[config.mk]
export PLATFORM = sky130hd
export DESIGN_NAME = ls_buffer_flat
export DESIGN_NICKNAME = d
export VERILOG_FILES = /design/src/rtl/ls_buffer_pkg.sv /design/src/rtl/ls_buffer_if.sv /design/src/rtl/ls_buffer_cdb_snoop.sv /design/src/rtl/ls_buffer.sv /design/src/flat_wrapper.sv
export SDC_FILE = /design/constraint.sdc
export NUM_CORES = 2
export LEC_CHECK = 0
export ABC_AREA = 0
export CORE_AREA = 2 2 323 325
export CTS_CLUSTER_DIAMETER = 60
export DETAILED_ROUTE_END_ITERATION = 10
export DIE_AREA = 0 0 325 327
export PLACE_DENSITY = 0.77
export SYNTH_ARGS = -nofsm -noshare
export SYNTH_HDL_FRONTEND = slang
export SYNTH_SLANG_ARGS = --single-unit
[constraint.sdc]
create_clock -name clk -period 3.6 [get_ports clk]
set_input_delay 0.72 -clock clk [delete_from_list [all_inputs] [get_ports clk]]
set_output_delay 0.72 -clock clk [all_outputs]
set_load 0.05 [all_outputs]
[src/rtl/ls_buffer_pkg.sv]
`default_nettype none
// ============================================================================
// Module      : lsb_defs (package)
// Description : Shared constants for the load/store buffer: the free-tag
//               marker, the opcode encodings and a store-class helper.
//               Constants are plain ints so users can size them to their own
//               TAG_W / OP_W parameters.
// Revision    : 1.0 - initial release
// ============================================================================
package lsb_defs;

    // Tag value meaning "operand value is present"
    localparam int TAG_FREE = 0;

    // Opcode encodings
    localparam int NOP = 0;
    localparam int LB  = 1;
    localparam int LH  = 2;
    localparam int LW  = 3;
    localparam int LBU = 4;
    localparam int LHU = 5;
    localparam int SB  = 6;
    localparam int SH  = 7;
    localparam int SW  = 8;

    function automatic logic is_store(input int op);
        return (op == SB) || (op == SH) || (op == SW);
    endfunction

endpackage
`default_nettype wire

[src/rtl/ls_buffer_if.sv]
`default_nettype none
// ============================================================================
// Module      : ls_buffer_if
// Description : Bundles the dispatcher insert port, the two result
//               broadcasts and the LS issue port of the load/store buffer.
//               slave  : the buffer side
//               master : dispatcher / broadcast / LS unit side
// Revision    : 1.0 - initial release
// ============================================================================
interface ls_buffer_if #(
    parameter int TAG_W  = 4,
    parameter int DATA_W = 32,
    parameter int OP_W   = 6
);
    // Dispatcher insert
    logic              inEn;
    logic [OP_W-1:0]   inOp;
    logic [DATA_W-1:0] inOperandO;
    logic [DATA_W-1:0] inOperandT;
    logic [TAG_W-1:0]  inTagO;
    logic [TAG_W-1:0]  inTagT;
    logic [DATA_W-1:0] inImm;
    logic [TAG_W-1:0]  inWrtTag;
    logic              lsbFull;
    // Result broadcasts
    logic              ALUen;
    logic [TAG_W-1:0]  ALUtag;
    logic [DATA_W-1:0] ALUdata;
    logic              LSROBen;
    logic [TAG_W-1:0]  LSROBtag;
    logic [DATA_W-1:0] LSROBdata;
    // Issue to LS unit
    logic              LSunwork;
    logic              LSworkEn;
    logic [DATA_W-1:0] operandO;
    logic [DATA_W-1:0] operandT;
    logic [DATA_W-1:0] imm;
    logic [TAG_W-1:0]  wrtTag;
    logic [OP_W-1:0]   opCode;

    modport slave (
        input  inEn, inOp, inOperandO, inOperandT, inTagO, inTagT, inImm, inWrtTag,
        input  ALUen, ALUtag, ALUdata, LSROBen, LSROBtag, LSROBdata, LSunwork,
        output lsbFull, LSworkEn, operandO, operandT, imm, wrtTag, opCode
    );

    modport master (
        output inEn, inOp, inOperandO, inOperandT, inTagO, inTagT, inImm, inWrtTag,
        output ALUen, ALUtag, ALUdata, LSROBen, LSROBtag, LSROBdata, LSunwork,
        input  lsbFull, LSworkEn, operandO, operandT, imm, wrtTag, opCode
    );
endinterface
`default_nettype wire

[src/rtl/ls_buffer_cdb_snoop.sv]
`default_nettype none
// ============================================================================
// Module      : cdb_snoop
// Description : Resolves one source operand against the ALU and LS result
//               broadcasts. A pending tag matching an enabled broadcast is
//               replaced by TAG_FREE and its data captured; ALU has priority.
// Ports       : tag/data           - current operand state
//               alu_* / ls_*       - broadcast enable, tag, data
//               tag_nx / data_nx   - operand state after this cycle's snoop
// Revision    : 1.0 - initial release
// ============================================================================
module cdb_snoop
    import lsb_defs::*;
#(
    parameter int TAG_W  = 4,
    parameter int DATA_W = 32
) (
    input  wire logic [TAG_W-1:0]  tag,
    input  wire logic [DATA_W-1:0] data,
    input  wire logic              alu_en,
    input  wire logic [TAG_W-1:0]  alu_tag,
    input  wire logic [DATA_W-1:0] alu_data,
    input  wire logic              ls_en,
    input  wire logic [TAG_W-1:0]  ls_tag,
    input  wire logic [DATA_W-1:0] ls_data,
    output logic      [TAG_W-1:0]  tag_nx,
    output logic      [DATA_W-1:0] data_nx
);
    localparam logic [TAG_W-1:0] C_TAG_FREE = TAG_W'(TAG_FREE);

    always_comb begin
        tag_nx  = tag;
        data_nx = data;
        if (tag != C_TAG_FREE) begin
            if (alu_en && (alu_tag == tag)) begin
                tag_nx  = C_TAG_FREE;
                data_nx = alu_data;
            end else if (ls_en && (ls_tag == tag)) begin
                tag_nx  = C_TAG_FREE;
                data_nx = ls_data;
            end
        end
    end
endmodule
`default_nettype wire

[src/rtl/ls_buffer.sv]
`default_nettype none
// ============================================================================
// Module      : ls_buffer
// Description : In-order load/store queue. Circular FIFO of LSB_SIZE
//               entries; every stored operand snoops both result broadcasts,
//               and the head entry issues to the LS unit once its operands
//               are present and LS can accept work.
// Ports       : clk, rst - clock, synchronous active-high reset
//               bus      - ls_buffer_if.slave (insert, broadcasts, issue)
// Revision    : 1.0 - initial release
// ============================================================================
module ls_buffer
    import lsb_defs::*;
#(
    parameter int LSB_SIZE = 8,     // power of two, >= 2
    parameter int TAG_W    = 4,
    parameter int DATA_W   = 32,
    parameter int OP_W     = 6
) (
    input  wire logic  clk,
    input  wire logic  rst,
    ls_buffer_if.slave bus
);
    localparam int               IDX_W      = $clog2(LSB_SIZE);
    localparam logic [TAG_W-1:0] C_TAG_FREE = TAG_W'(TAG_FREE);

    // Queue pointers
    logic [IDX_W-1:0] r_head;
    logic [IDX_W-1:0] r_tail;
    logic [IDX_W:0]   r_count;

    // Per-entry state, exposed from the generate block for the head mux
    logic              w_valid  [LSB_SIZE];
    logic [OP_W-1:0]   w_op     [LSB_SIZE];
    logic [DATA_W-1:0] w_imm    [LSB_SIZE];
    logic [TAG_W-1:0]  w_wrt_tag[LSB_SIZE];
    logic [TAG_W-1:0]  w_tag_o  [LSB_SIZE];
    logic [DATA_W-1:0] w_data_o [LSB_SIZE];
    logic [TAG_W-1:0]  w_tag_t  [LSB_SIZE];
    logic [DATA_W-1:0] w_data_t [LSB_SIZE];

    // Issue registers
    logic              r_work_en;
    logic [DATA_W-1:0] r_operand_o;
    logic [DATA_W-1:0] r_operand_t;
    logic [DATA_W-1:0] r_imm_out;
    logic [TAG_W-1:0]  r_wrt_tag_out;
    logic [OP_W-1:0]   r_op_code;

    logic              w_full;
    logic              w_insert;
    logic              w_issue;
    logic              w_head_store;
    logic              w_head_ready;
    logic [TAG_W-1:0]  w_ins_tag_o;
    logic [DATA_W-1:0] w_ins_data_o;
    logic [TAG_W-1:0]  w_ins_tag_t;
    logic [DATA_W-1:0] w_ins_data_t;

    assign w_full   = (r_count == (IDX_W+1)'(LSB_SIZE));
    // A full buffer drops the insert even if the head pops at the same edge
    assign w_insert = bus.inEn && !w_full;

    // Readiness looks only at registered entry state: a broadcast resolving
    // the head becomes visible one edge later.
    assign w_head_store = is_store(int'(w_op[r_head]));
    assign w_head_ready = w_valid[r_head] && (w_tag_o[r_head] == C_TAG_FREE) &&
                          (!w_head_store || (w_tag_t[r_head] == C_TAG_FREE));
    assign w_issue      = !r_work_en && bus.LSunwork && w_head_ready;

    // Incoming operands are snooped so a producer broadcasting in the insert
    // cycle is captured.
    cdb_snoop #(.TAG_W(TAG_W), .DATA_W(DATA_W)) u_ins_snoop_o (
        .tag(bus.inTagO), .data(bus.inOperandO),
        .alu_en(bus.ALUen), .alu_tag(bus.ALUtag), .alu_data(bus.ALUdata),
        .ls_en(bus.LSROBen), .ls_tag(bus.LSROBtag), .ls_data(bus.LSROBdata),
        .tag_nx(w_ins_tag_o), .data_nx(w_ins_data_o)
    );

    cdb_snoop #(.TAG_W(TAG_W), .DATA_W(DATA_W)) u_ins_snoop_t (
        .tag(bus.inTagT), .data(bus.inOperandT),
        .alu_en(bus.ALUen), .alu_tag(bus.ALUtag), .alu_data(bus.ALUdata),
        .ls_en(bus.LSROBen), .ls_tag(bus.LSROBtag), .ls_data(bus.LSROBdata),
        .tag_nx(w_ins_tag_t), .data_nx(w_ins_data_t)
    );

    for (genvar i = 0; i < LSB_SIZE; i++) begin : g_entry
        logic              r_valid;
        logic [OP_W-1:0]   r_op;
        logic [DATA_W-1:0] r_imm;
        logic [TAG_W-1:0]  r_wrt_tag;
        logic [TAG_W-1:0]  r_tag_o;
        logic [DATA_W-1:0] r_data_o;
        logic [TAG_W-1:0]  r_tag_t;
        logic [DATA_W-1:0] r_data_t;
        logic [TAG_W-1:0]  w_tag_o_nx;
        logic [DATA_W-1:0] w_data_o_nx;
        logic [TAG_W-1:0]  w_tag_t_nx;
        logic [DATA_W-1:0] w_data_t_nx;
        logic              w_write;
        logic              w_pop;

        assign w_write = w_insert && (r_tail == IDX_W'(i));
        assign w_pop   = w_issue  && (r_head == IDX_W'(i));

        cdb_snoop #(.TAG_W(TAG_W), .DATA_W(DATA_W)) u_snoop_o (
            .tag(r_tag_o), .data(r_data_o),
            .alu_en(bus.ALUen), .alu_tag(bus.ALUtag), .alu_data(bus.ALUdata),
            .ls_en(bus.LSROBen), .ls_tag(bus.LSROBtag), .ls_data(bus.LSROBdata),
            .tag_nx(w_tag_o_nx), .data_nx(w_data_o_nx)
        );

        cdb_snoop #(.TAG_W(TAG_W), .DATA_W(DATA_W)) u_snoop_t (
            .tag(r_tag_t), .data(r_data_t),
            .alu_en(bus.ALUen), .alu_tag(bus.ALUtag), .alu_data(bus.ALUdata),
            .ls_en(bus.LSROBen), .ls_tag(bus.LSROBtag), .ls_data(bus.LSROBdata),
            .tag_nx(w_tag_t_nx), .data_nx(w_data_t_nx)
        );

        // Insert goes to tail, pop comes from head; they cannot hit the same
        // slot because an empty head is never ready and a full tail is never
        // written.
        always_ff @(posedge clk) begin
            if (rst) begin
                r_valid   <= 1'b0;
                r_op      <= OP_W'(NOP);
                r_imm     <= '0;
                r_wrt_tag <= C_TAG_FREE;
                r_tag_o   <= C_TAG_FREE;
                r_data_o  <= '0;
                r_tag_t   <= C_TAG_FREE;
                r_data_t  <= '0;
            end else if (w_write) begin
                r_valid   <= 1'b1;
                r_op      <= bus.inOp;
                r_imm     <= bus.inImm;
                r_wrt_tag <= bus.inWrtTag;
                r_tag_o   <= w_ins_tag_o;
                r_data_o  <= w_ins_data_o;
                r_tag_t   <= w_ins_tag_t;
                r_data_t  <= w_ins_data_t;
            end else begin
                if (w_pop) begin
                    r_valid <= 1'b0;
                end
                r_tag_o  <= w_tag_o_nx;
                r_data_o <= w_data_o_nx;
                r_tag_t  <= w_tag_t_nx;
                r_data_t <= w_data_t_nx;
            end
        end

        assign w_valid[i]   = r_valid;
        assign w_op[i]      = r_op;
        assign w_imm[i]     = r_imm;
        assign w_wrt_tag[i] = r_wrt_tag;
        assign w_tag_o[i]   = r_tag_o;
        assign w_data_o[i]  = r_data_o;
        assign w_tag_t[i]   = r_tag_t;
        assign w_data_t[i]  = r_data_t;
    end

    // Pointers wrap naturally since LSB_SIZE is a power of two
    always_ff @(posedge clk) begin
        if (rst) begin
            r_head  <= '0;
            r_tail  <= '0;
            r_count <= '0;
        end else begin
            if (w_insert) begin
                r_tail <= r_tail + IDX_W'(1);
            end
            if (w_issue) begin
                r_head <= r_head + IDX_W'(1);
            end
            case ({w_insert, w_issue})
                2'b10:   r_count <= r_count + (IDX_W+1)'(1);
                2'b01:   r_count <= r_count - (IDX_W+1)'(1);
                default: r_count <= r_count;
            endcase
        end
    end

    // One-cycle issue strobe; payload holds between issues
    always_ff @(posedge clk) begin
        if (rst) begin
            r_work_en     <= 1'b0;
            r_operand_o   <= '0;
            r_operand_t   <= '0;
            r_imm_out     <= '0;
            r_wrt_tag_out <= C_TAG_FREE;
            r_op_code     <= OP_W'(NOP);
        end else begin
            r_work_en <= w_issue;
            if (w_issue) begin
                r_operand_o   <= w_data_o[r_head];
                r_operand_t   <= w_head_store ? w_data_t[r_head] : '0;
                r_imm_out     <= w_imm[r_head];
                r_wrt_tag_out <= w_wrt_tag[r_head];
                r_op_code     <= w_op[r_head];
            end
        end
    end

    assign bus.lsbFull  = w_full;
    assign bus.LSworkEn = r_work_en;
    assign bus.operandO = r_operand_o;
    assign bus.operandT = r_operand_t;
    assign bus.imm      = r_imm_out;
    assign bus.wrtTag   = r_wrt_tag_out;
    assign bus.opCode   = r_op_code;
endmodule
`default_nettype wire

[src/flat_wrapper.sv]
// flat-port wrapper written by rule: the top's interface ports become plain ports
module ls_buffer_flat import lsb_defs::*;
#(
    parameter int LSB_SIZE = 8,                          
    parameter int TAG_W    = 4,
    parameter int DATA_W   = 32,
    parameter int OP_W     = 6
)
  (clk, rst, bus_inEn, bus_inOp, bus_inOperandO, bus_inOperandT, bus_inTagO, bus_inTagT, bus_inImm, bus_inWrtTag, bus_ALUen, bus_ALUtag, bus_ALUdata, bus_LSROBen, bus_LSROBtag, bus_LSROBdata, bus_LSunwork, bus_lsbFull, bus_LSworkEn, bus_operandO, bus_operandT, bus_imm, bus_wrtTag, bus_opCode);
  ls_buffer_if #(.TAG_W(TAG_W), .DATA_W(DATA_W), .OP_W(OP_W)) bus_i ();
  input  wire logic clk;
  input  wire logic rst;
  input wire logic [$bits(bus_i.inEn)-1:0] bus_inEn;
  input wire logic [$bits(bus_i.inOp)-1:0] bus_inOp;
  input wire logic [$bits(bus_i.inOperandO)-1:0] bus_inOperandO;
  input wire logic [$bits(bus_i.inOperandT)-1:0] bus_inOperandT;
  input wire logic [$bits(bus_i.inTagO)-1:0] bus_inTagO;
  input wire logic [$bits(bus_i.inTagT)-1:0] bus_inTagT;
  input wire logic [$bits(bus_i.inImm)-1:0] bus_inImm;
  input wire logic [$bits(bus_i.inWrtTag)-1:0] bus_inWrtTag;
  input wire logic [$bits(bus_i.ALUen)-1:0] bus_ALUen;
  input wire logic [$bits(bus_i.ALUtag)-1:0] bus_ALUtag;
  input wire logic [$bits(bus_i.ALUdata)-1:0] bus_ALUdata;
  input wire logic [$bits(bus_i.LSROBen)-1:0] bus_LSROBen;
  input wire logic [$bits(bus_i.LSROBtag)-1:0] bus_LSROBtag;
  input wire logic [$bits(bus_i.LSROBdata)-1:0] bus_LSROBdata;
  input wire logic [$bits(bus_i.LSunwork)-1:0] bus_LSunwork;
  output wire logic [$bits(bus_i.lsbFull)-1:0] bus_lsbFull;
  output wire logic [$bits(bus_i.LSworkEn)-1:0] bus_LSworkEn;
  output wire logic [$bits(bus_i.operandO)-1:0] bus_operandO;
  output wire logic [$bits(bus_i.operandT)-1:0] bus_operandT;
  output wire logic [$bits(bus_i.imm)-1:0] bus_imm;
  output wire logic [$bits(bus_i.wrtTag)-1:0] bus_wrtTag;
  output wire logic [$bits(bus_i.opCode)-1:0] bus_opCode;
  assign bus_i.inEn = bus_inEn;
  assign bus_i.inOp = bus_inOp;
  assign bus_i.inOperandO = bus_inOperandO;
  assign bus_i.inOperandT = bus_inOperandT;
  assign bus_i.inTagO = bus_inTagO;
  assign bus_i.inTagT = bus_inTagT;
  assign bus_i.inImm = bus_inImm;
  assign bus_i.inWrtTag = bus_inWrtTag;
  assign bus_i.ALUen = bus_ALUen;
  assign bus_i.ALUtag = bus_ALUtag;
  assign bus_i.ALUdata = bus_ALUdata;
  assign bus_i.LSROBen = bus_LSROBen;
  assign bus_i.LSROBtag = bus_LSROBtag;
  assign bus_i.LSROBdata = bus_LSROBdata;
  assign bus_i.LSunwork = bus_LSunwork;
  assign bus_lsbFull = bus_i.lsbFull;
  assign bus_LSworkEn = bus_i.LSworkEn;
  assign bus_operandO = bus_i.operandO;
  assign bus_operandT = bus_i.operandT;
  assign bus_imm = bus_i.imm;
  assign bus_wrtTag = bus_i.wrtTag;
  assign bus_opCode = bus_i.opCode;
  ls_buffer #(.LSB_SIZE(LSB_SIZE), .TAG_W(TAG_W), .DATA_W(DATA_W), .OP_W(OP_W)) u_core (.clk(clk), .rst(rst), .bus(bus_i));
endmodule
==> flow_summary.json <==
{
  "synth.most_common_cell": "nand2_1",
  "wl_per_cell_um": 25.94,
  "async_reset_ff_frac": 0,
  "synth_largest_area_cell": "dfxtp_1",
  "initial_core_util": 0.5449,
  "synth-edff-count": 0,
  "clock_latency_ps": 730,
  "path_class": "reg -> reg",
  "antenna_left": 0,
  "cts_tree": "done",
  "route.detailed.drc": 1,
  "synth_area_um2": 56080,
  "final_util": 0.6354,
  "finClkSkew_ps": 35.71,
  "period_minus_slack_ps": 3506,
  "cp.arrival_ps": 4110,
  "htreeDepth": 3,
  "setup_violations": 0,
  "core_um2": 102900,
  "hold_buffers": 0,
  "numCtsBuffers": 110,
  "power.density_nw_per_um2": 466.9,
  "place_congestion": 0.9129,
  "slowest_stage": "buf_12",
  "fp.dieW_um": 325,
  "grt_first_pass_wirelength_um": 317800,
  "fmax_mhz": 285.2,
  "finalHoldViolCount": 0,
  "peakVddDrop_uv": 426.9,
  "failed_checks": "DRC",
  "synthTopCellsByArea": "dfxtp_1 (37%), nand2_1 (13%), mux2i_1 (9.8%)",
  "cts_buffer_depth": 3,
  "place.port_buffers": 299,
  "dr.pass1.iters": 11,
  "grt_overflow_total": 0,
  "grt_pass1_vias": 53453,
  "seqCellArea_um2": 20770,
  "area_growth_pct": 16.60,
  "yosysTopAreaCellShare": 0.3702,
  "design_area_um2": 65380,
  "fp.dieArea_um2": 106300,
  "crit_top_cell": "buf_4",
  "nets": 6954,
  "syn-instance-count": 6822,
  "synth_fp_nets": 7030,
  "tightest_slew_ps": 1236,
  "ys_types": 50,
  "ys_seq_elements": 1037,
  "worstPathRequired_ps": 4210,
  "synthFlopType": "dfxtp_1",
  "cts.sinks": 1037,
  "worstPathMaxFanout": 157,
  "wl_um": 213300,
  "dpl.hpwl_um": 122900,
  "path_cells": "nor4_2 > buf_4 > nand2_1 > mux4_2 > a2111oi_4 > a21boi_4 > buf_4 > buf_12 > nor2_1 > a311oi_1",
  "antenna_found_initial": 13,
  "crit_buf_inv": 3,
  "post-route-period-util": 0.9739,
  "multi_input_area_um2": 32140,
  "slew_viol_final": 0,
  "ys_warn_count": 0,
  "synth_common_cells": "nand2_1 (1953), dfxtp_1 (1037), a21oi_1 (858)",
  "via_per_inst": 6.722,
  "relSlewSlack": 0.1758,
  "cpPeakStageDelay_ps": 500,
  "gr-usage-all-layers": 0.3826,
  "maxCapViolCount": 0,
  "holdCritPathClass": "reg -> reg",
  "fill_cells": 8348,
  "num_rows": 118,
  "detail_route.iter0.violations": 7534,
  "io_pins": 300,
  "postPlaceCellArea_um2": 61520,
  "cts-root-buf": "clkbuf_16",
  "p_leak_nw": 20.50,
  "avgSynthCellArea_um2": 8.220,
  "chipHeight_um": 327,
  "via_count": 55285,
  "outcome": "complete, but fails checks",
  "ys_seq_area_frac": 0.3702,
  "drive_above_1_share": 0.1155,
  "setup.worst_path.end_class": "register",
  "cpLargestDelayFamily": "compound AO/OA/AOI/OAI gates",
  "startpoint_type": "register",
  "grt_start_max_net_pins": 158,
  "clkTransAtPathRegs_ps": 70
}
-- flip-flops by register name, summed over array words and instances (netlist names) --
signal,count
u_core.g_entry.r_wrt_tag,32
u_core.g_entry.r_data_t,256
u_core.bus.operandO,32
u_core.bus.operandT,32
u_core.g_entry.r_valid,8
u_core.g_entry.r_data_o,256
u_core.r_count,4
u_core.g_entry.r_tag_t,32
u_core.g_entry.r_op,48
u_core.r_tail,3
u_core.g_entry.r_tag_o,32
u_core.bus.imm,32
u_core.bus.wrtTag,4
u_core.r_head,3
u_core.bus.LSworkEn,1
u_core.g_entry.r_imm,256
u_core.bus.opCode,6
-- tightest hold or removal path: cells and delay by family, from the launching register on --
family             cells  cell delay (ps)
DFF                    1              310
and+or+nand+nor        1               50
AOI/OAI and AO/OA      1               50
-- power by group --
part | leakage (nW) | switching [mW] | internal, mW
clock | 1.85 | 5.07 | 6.80
combinational | 10.3 | 3.98 | 2.29
sequential | 8.39 | 0.367 | 12.0
-- through the flow --
stage	hold WS, ps	cells	setup WS (ps)	TNS (ps)	total power [mW]
floorplan	433.1	6822	1.312	0	16.41
global placement	438.0	8010	41.27	0	18.54
detailed placement	443.5	8010	14.00	0	18.66
global route	469.1	8224	-10.10	-10.10	31.31
CTS	451.9	8214	6.875	0	30.33
finish	451.6	8225	94.05	0	30.53
-- cell type report --
cell class	count	share of cell area
inverter	75	0.004382
tap	1380	0.02641
antenna	7	0.0002679
clock buffer	160	0.04910
multi-input combinational	4900	0.4916
sequential	1037	0.3177
timing repair buffer	622	0.1021
clock inverter	44	0.008439
-- kinds of logic after synthesis --
logic type,synth area share
AOI/OAI and AO/OA,0.1953
xor gates and xnor gates,0.02327
adders and majority gates,0.003704
buffers and inverters,0.06245
DFF,0.3702
muxes,0.1841
and+or+nand+nor,0.1610
-- worst paths after layout --
path / start / endpoint / slack [ps] / cells after the start
max reg2reg: u_core.g_entry[5].r_tag_o[3] / u_core.bus.operandO[15] / 90 / 10
max: u_core.g_entry[5].r_tag_o[3] / u_core.bus.operandO[15] / 90 / 10
min reg2reg: u_core.g_entry[0].r_op[1] / u_core.g_entry[0].r_op[1] / 450 / 2
min: u_core.g_entry[0].r_op[1] / u_core.g_entry[0].r_op[1] / 450 / 2
-- cell usage in the layout, fill, tap and decap left out, drive strengths merged, types with 8 or more instances in the layout --
| master | count |
|---|---|
| clkinv | 27 |
| o22a | 64 |
| nor4 | 43 |
| inv | 80 |
| a311oi | 71 |
| a21oi | 858 |
| clkdlybuf4s50 | 298 |
| or4 | 8 |
| dfxtp | 1037 |
| a22oi | 64 |
| nand3b | 66 |
| o21ba | 10 |
| xnor2 | 39 |
| xor2 | 110 |
| bufinv | 8 |
| nor2 | 152 |
| mux2i | 551 |
| buf | 323 |
| o2bb2ai | 32 |
| nand3 | 13 |
| nand2 | 1953 |
| ha | 15 |
| mux4 | 213 |
| o31ai | 64 |
| o211ai | 512 |
| clkbuf | 161 |
-- repair_timing --
action                     4_1_cts  5_1_grt
cloned                           0        1
setup endpoints to repair        1        1
setup buffers                    0        3
resized for setup                1        6
pin swaps                        0        2
-- layer usage --
metal	GRT usage	wire length, um	vias up
met2	0.5860	92690	4292
met1	0.4698	76460	26130
met4	0.2417	14370	10
li1	-	-	23766
met3	0.1183	29730	1087
met5	0	68	-
(Power assumes the default switching activity.)
